===== config.mk =====
export PLATFORM = sky130hd
export DESIGN_NAME = sample_dumper
export DESIGN_NICKNAME = d
export VERILOG_FILES = /design/src/rtl/sample_dumper.sv
export SDC_FILE = /design/constraint.sdc
export NUM_CORES = 1
export LEC_CHECK = 0
export ABC_CLOCK_PERIOD_IN_PS = 2300
export BUFFER_PORTS_ARGS = -buffer_cell sky130_fd_sc_hd__buf_2
export CAP_MARGIN = 20
export CORE_ASPECT_RATIO = 1.5
export CORE_MARGIN = 3
export CORE_UTILIZATION = 45
export CTS_CLUSTER_DIAMETER = 30
export DETAILED_ROUTE_END_ITERATION = 16
export GPL_ROUTABILITY_DRIVEN = 1
export PLACE_DENSITY = 0.7
export SLEW_MARGIN = 20
export SYNTH_ARGS = -nofsm -noshare
export SYNTH_HDL_FRONTEND = slang
export SYNTH_SLANG_ARGS = --single-unit

===== constraint.sdc =====
create_clock -name clk -period 2.3 [get_ports clk]
set_input_delay 0.115 -clock clk [delete_from_list [all_inputs] [get_ports clk]]
set_output_delay 0.115 -clock clk [all_outputs]
set_load 0.01 [all_outputs]

===== src/rtl/sample_dumper.sv =====
// sample_dumper: reads DEPTH samples from the sample memory and sends them
// to uart_tx as one frame: HEADER, DEPTH sample bytes, optional checksum.
// Optional feature macro: SAMPLE_DUMP_CKSUM_EN (appends an 8-bit sum byte).
//
// UART handshake: tx_start is a one-cycle strobe raised only while tx_active
// is low. After a strobe the FSM parks in a *_W state until the one-cycle
// tx_done pulse, so at most one byte is in flight. tx_done seen in any other
// state belongs to another UART client and is ignored.
module sample_dumper #(
    parameter int                    ADDR_WIDTH = 8,
    parameter int                    DATA_WIDTH = 8,
    parameter int                    DEPTH      = 256,
    parameter logic [ADDR_WIDTH-1:0] START_ADDR = '0,
    parameter logic [7:0]            HEADER     = 8'hA5
) (
    input  logic                  clk,
    input  logic                  reset,
    input  logic                  activate,
    output logic                  done,
    output logic [ADDR_WIDTH-1:0] mem_addr,
    output logic                  mem_oe,
    input  logic [DATA_WIDTH-1:0] mem_data,
    output logic [7:0]            tx_data,
    output logic                  tx_start,
    input  logic                  tx_active,
    input  logic                  tx_done,
    output logic [3:0]            dbg_state
);

    localparam int CW = $clog2(DEPTH + 1);

`ifdef SAMPLE_DUMP_CKSUM_EN
    typedef enum logic [3:0] {
        S_IDLE   = 4'd0,
        S_HDR    = 4'd1,
        S_HDR_W  = 4'd2,
        S_FETCH  = 4'd3,
        S_SEND   = 4'd4,
        S_SEND_W = 4'd5,
        S_CK     = 4'd6,
        S_CK_W   = 4'd7,
        S_FIN    = 4'd8
    } state_t;
`else
    typedef enum logic [3:0] {
        S_IDLE   = 4'd0,
        S_HDR    = 4'd1,
        S_HDR_W  = 4'd2,
        S_FETCH  = 4'd3,
        S_SEND   = 4'd4,
        S_SEND_W = 4'd5,
        S_FIN    = 4'd8
    } state_t;
`endif

    state_t                  state_q, state_d;
    logic [CW-1:0]           count_q, count_d;
    logic [ADDR_WIDTH-1:0]   addr_q, addr_d;
    logic [7:0]              tx_data_q, tx_data_d;
`ifdef SAMPLE_DUMP_CKSUM_EN
    logic [7:0]              cksum_q, cksum_d;
`endif

    // State and datapath registers; reset wins over everything.
    always_ff @(posedge clk) begin
        if (reset) begin
            state_q   <= S_IDLE;
            count_q   <= '0;
            addr_q    <= START_ADDR;
            tx_data_q <= '0;
`ifdef SAMPLE_DUMP_CKSUM_EN
            cksum_q   <= '0;
`endif
        end else begin
            state_q   <= state_d;
            count_q   <= count_d;
            addr_q    <= addr_d;
            tx_data_q <= tx_data_d;
`ifdef SAMPLE_DUMP_CKSUM_EN
            cksum_q   <= cksum_d;
`endif
        end
    end

    // Next-state logic plus the strobes (tx_start, mem_oe) decoded from state.
    always_comb begin
        state_d   = state_q;
        count_d   = count_q;
        addr_d    = addr_q;
        tx_data_d = tx_data_q;
`ifdef SAMPLE_DUMP_CKSUM_EN
        cksum_d   = cksum_q;
`endif
        tx_start  = 1'b0;
        mem_oe    = 1'b0;

        if (state_q != S_IDLE && !activate) begin
            // Release/abort: a byte already inside uart_tx finishes on its own.
            state_d = S_IDLE;
        end else begin
            case (state_q)
                S_IDLE: begin
                    if (activate) begin
                        state_d   = S_HDR;
                        count_d   = '0;
                        addr_d    = START_ADDR;
                        tx_data_d = HEADER;
`ifdef SAMPLE_DUMP_CKSUM_EN
                        cksum_d   = '0;
`endif
                    end
                end
                S_HDR: begin
                    if (!tx_active) begin
                        tx_start = 1'b1;
                        state_d  = S_HDR_W;
                    end
                end
                S_HDR_W: begin
                    if (tx_done) state_d = S_FETCH;
                end
                S_FETCH: begin
                    mem_oe    = 1'b1;
                    tx_data_d = mem_data;
`ifdef SAMPLE_DUMP_CKSUM_EN
                    cksum_d   = cksum_q + mem_data;
`endif
                    state_d   = S_SEND;
                end
                S_SEND: begin
                    if (!tx_active) begin
                        tx_start = 1'b1;
                        state_d  = S_SEND_W;
                    end
                end
                S_SEND_W: begin
                    if (tx_done) begin
                        count_d = count_q + 1'b1;
                        addr_d  = addr_q + 1'b1;
                        if (count_q + 1'b1 == CW'(DEPTH)) begin
`ifdef SAMPLE_DUMP_CKSUM_EN
                            tx_data_d = cksum_q;
                            state_d   = S_CK;
`else
                            state_d   = S_FIN;
`endif
                        end else begin
                            state_d = S_FETCH;
                        end
                    end
                end
`ifdef SAMPLE_DUMP_CKSUM_EN
                S_CK: begin
                    if (!tx_active) begin
                        tx_start = 1'b1;
                        state_d  = S_CK_W;
                    end
                end
                S_CK_W: begin
                    if (tx_done) state_d = S_FIN;
                end
`endif
                S_FIN: begin
                    state_d = S_FIN;
                end
                default: begin
                    state_d = S_IDLE;
                end
            endcase
        end
    end

    // Output mapping.
    always_comb begin
        done      = (state_q == S_FIN);
        mem_addr  = addr_q;
        tx_data   = tx_data_q;
        dbg_state = state_q;
    end

endmodule

* Yosys cells after proc, flatten, opt, wreduce, memory -nomap -nowiden
Index checks and enable logic that the tools add are counted.
W data, S select, Z words.
** Operators by class
- Add/subtract/negate cells :: 2
- Equal/unequal tests :: 12
- Muxes and demuxes :: 20
- Bitwise logic cells :: 1
- Reductions and logical operators :: 11
** Operators by type and width (count)
- $pmux W8 S2 :: 2
- $pmux W4 S7 :: 1
- $mux W4 :: 6
- $mux W8 :: 3
- $mux W9 :: 2
- $pmux W9 S2 :: 1
- $ne A2 B2 Y1 const B :: 5
- $add A9 B1 Y9 const B :: 1
- $eq A9 B9 Y1 const B :: 1
- $add A8 B1 Y8 const B :: 1
- $eq A4 B2 Y1 const B :: 2
- $eq A4 B3 Y1 const B :: 2
- $mux W1 :: 5
- $reduce_and A5 Y1 :: 1
- $eq A4 B1 Y1 const B :: 1
- $eq A4 B4 Y1 const B :: 1
- $logic_not A4 Y1 :: 1
- $reduce_and A4 Y1 :: 1
- $reduce_bool A2 Y1 :: 2
- $reduce_bool A4 Y1 :: 1
- $reduce_or A2 Y1 :: 2
- $reduce_and A3 Y1 :: 1
- $logic_and A1 B1 Y1 :: 1
- $logic_not A1 Y1 :: 1
- $not A1 Y1 :: 1
** Storage, ports and cells
- Register bits :: 29
- Bits of input ports :: 13
- Logic and storage cells :: 50

* Depth between registers and ports, before layout
- Depth in word-level cells :: 5
- Mapped depth :: 7
- Depth with buffers taken out :: 6

* Worst setup path before layout
OpenSTA, ideal clock, no wires.
- Kind :: reg2reg
- Start point :: register state_q[2], in the netlist dbg_state[2]
- End point :: register state_q[0], in the netlist dbg_state[0]
- Data arrival time :: 1.617 ns
- Data required time :: 2.226 ns
- Slack :: 0.608 ns
- Stages on the path, launching flop included :: 8
- Path buffers :: 2
- Cell sequence :: dfxtp_1 -> buf_2 -> or2_1 -> buf_2 -> o32ai_1 -> or2_1 -> o41a_1 -> a31oi_1
** On the way
- Cells in the longest elaborated chain, start to end :: 3
- Elaborated cells between the ends (all ways) :: 17
** Ends and longest elaborated chain
- start, declared :: RTL line 56 : state_t state_q, state_d;
- start signal, assigned :: RTL line 75 : state_q <= state_d;
- $eq A4 B2 Y1, or another cell as far along :: RTL line 101 : case (state_q)
- $ne A2 B2 Y1 (no line) or $logic_and A1 B1 Y1 (tied branches)
- $reduce_and A5 Y1 (no line) or $reduce_or A2 Y1 (tied branches)
Parallel ways exist; a longest one is shown, timed or not.
A chain may end at the register's enable or synchronous reset.

* Worst setup path in the final report
- Start point :: register state_q[2], in the netlist dbg_state[2]
- End point :: register state_q[3], in the netlist dbg_state[3]
The elaborated chain is that of the path after synthesis.

==> out/metrics.csv <==
metric,value,unit
run status,"complete, no violations",
fin util,56.8,%
GP Congestion,0.806,
Hold Path Depth,3,
synthesized net count,211,
crit path from,dbg_state[2]$_SDFFE_PP0P_,
Clock Path Buffers,2,
final hold vios,0,
Vias/cell,5.66,
area grow syn2layout,17.7,%
CTS tree,built,
Syn Area/Cell,8.06,µm²
Reg area,581,µm²
Slew @ Worst Pin,0.557,ns
Sinks on Clock Net,29,
FP Rows,25,
RSZ-0062 raised after global routing,no,
"Power, Total",0.00130,W
Die Span X,54.3,µm
Post-synth ARST share,0,%
clk_lat worst skew,0.28,ns
"Remaining Overflow, GRT",0,
Worst Min Path Start,mem_data[2],
post-DR wirelength/cell,13.2,µm
initial antenna violation count,0,
commonest register cell after synthesis,dfxtp_1,
vias in the first global route,1338,
first-pass GRT wire length,5970,µm
area of the multi-input gates,920,µm²
"Seq/Total Area, Yosys",36.9,%
die height,78.4,µm
Post-synth EDFFs,0,
post_cts resized,0,
synthesized instance count,195,
Remaining DRCs,0,
IO buf count,35,
area share of the largest cell type after synthesis,36.9,%
largest net degree at the start of global routing,26,
FF-to-FF End,dbg_state[3]$_SDFFE_PP0P_,
pwr/cell area,705,mW/mm²
clk_skew,0.00772,ns
"top cells by area, synth","dfxtp_1 37%, nor2_1 7.6%, a21oi_1 4.5%",
Post-CTS Setup Repair Bufs,0,
Fin Setup TNS,0,ns
Core Area,0.00325,mm²
Final Max Tran Viols,0,
"Reg clk slew, reported paths",0.06,ns
Synth area leader,dfxtp_1,
Detailed Route WL,3560,µm
worst-path fanout max,18,
critical path type,flop to flop,
Initial Util,48.3,%
MaxCap Viol Count,0,
final setup fails,0,
Setup WS pre-CTS,0.348,ns
"reg-to-reg slack, setup",0.29,ns
die area,0.00425,mm²
Tot GR Track Use,18.6,%
Worst Hold Endpoint,tx_data[2]$_SDFFE_PP0P_,
Slew headroom,62.8,%
"Distinct cells, synth",46,
period utilization,87.3,%
detailed router's first-iteration violation count,29,
n_diodes,0,
final setup margin,0.293,ns
FMAX,498,MHz
R2R depth,5,
layout cells sized above 1,21.8,%
drt pass-1 iters,5,
post-route ant nets,0,
Crit path arrival time,2.23,ns
clk root buf,clkbuf_8,
fin nets,245,
htree depth,2,
Reg-to-Reg Start,dbg_state[2]$_SDFFE_PP0P_,
Seq cells post-synth,29,
Synth Cell Area,0.00157,mm²
hold buffer count at CTS,0,
fillcell total,325,
Leak,0.770,nW
fin cells,269,
YS warnings,0,
Tmin final,2.01,ns
IO Pins,36,
dpl cells,262,
Peak VDD IR,0.000431,V
vias,1522,
Num CTS Buffers,5,
data required time of the critical path,2.53,ns
Hold Path Class,input port to flop,
hpwl dp,2590,µm
Crit. End Element,flop,
startpoint types,flop,
how the worst max path moves through the flow:
stage	end	slack [ns]
finish	dbg_state[3]$_SDFFE_PP0P_	0.29
global route	mem_addr[5]$_SDFFE_PP0P_	0.18
CTS	dbg_state[0]$_SDFFE_PP0P_	0.33
detailed placement	dbg_state[0]$_SDFFE_PP0P_	0.35
global placement	dbg_state[0]$_SDFFE_PP0P_	0.39
floorplan	dbg_state[0]$_SDFFE_PP0P_	0.61
cells in the final DEF (no fill, tap or decap), drive strengths merged:
master and n:
xor2 6, nand3b 4, a31o 2, o22ai 4, clkbuf 7, a31oi 4, nor3 6, nor2b 1
nor3b 3, a21o 2, nand4 3, nor4 3, or2 3, nand2b 2, or3b 2, o21bai 1
dfxtp 29, a22o 1, a211oi 2, maj3 1, buf 38, ha 3, nand2 8, xnor2 5
o32ai 1, or3 3, a21oi 16, a2111oi 1, a41oi 1, and3 5, nor2 32, o21ai 8
a211o 1, nand3 7, o41a 1, inv 4, and2 1, a22oi 6, a311oi 2
registers in the layout (all words and copies together), names as in the netlist:
name	flops
mem_addr	8
dbg_state	4
tx_data	8
count_q	9
power by group:
group	leakage, nW	total, W	switching (W)	internal [W]
sequential	0.235	0.000573	0.0000430	0.000530
clock	0.0443	0.000414	0.000177	0.000237
combinational	0.491	0.000317	0.000184	0.000133
critical path, cell delays in order (launching register included):
cell,delay (ns)
dfxtp_1,0.67
or2_1,0.32
o32ai_1,0.14
or2_1,0.29
nor4_1,0.36
a22o_1,0.17
layout make-up:
| cell class | count | share of cell area [%] |
|---|---|---|
| Tap cell | 40 | 2.71 |
| Sequential cell | 29 | 31.4 |
| Inverter | 4 | 0.812 |
| Multi-Input combinational cell | 151 | 49.7 |
| Timing Repair Buffer | 38 | 10.7 |
| Clock buffer | 7 | 4.67 |
routing by layer:
layer | GRT usage (%) | vias up | wire length (µm)
met4 | 6.73 | 0 | 53
met5 | 0 | - | 0
met2 | 30.5 | 24 | 1800
li1 | - | 776 | -
met1 | 22.4 | 717 | 1580
met3 | 5.12 | 5 | 129
synthesized netlist by cell type, drive strengths merged (2+ instances only):
cell and number:
o22ai 4, a22oi 6, xnor2 5, nor3b 3, or3 3, and3 5, a311oi 2, a211oi 2
dfxtp 29, xor2 6, a21o 2, nand4 3, or2 3, nor2 32, buf 6, o21ai 8
nand2 8, a31oi 4, nor3 6, nor4 3, nand3b 4, inv 4, a31o 2, or3b 2
clkbuf 5, a21oi 16, ha 3, nand2b 2, nand3 7
stage by stage:
step           area, µm²  hold WS, ns
2_1_floorplan       1570        0.278
3_3_place_gp        1760        0.365
3_5_place_dp        1760        0.378
4_1_cts             1850       0.0828
5_1_grt             1850       0.0944
6_report            1850       0.0875
cells by family (layout without fill, tap and decap cells):
family,Yosys count,count (layout),share of synthesized area [%]
xor+xnor,11,11,6.13
fa+ha+maj,4,4,3.03
compound gates,53,53,22.7
simple gates,83,83,26.7
flops,29,29,36.9
buf+inv,15,49,4.54
Note: power is estimated with default switching activity, not from simulation.
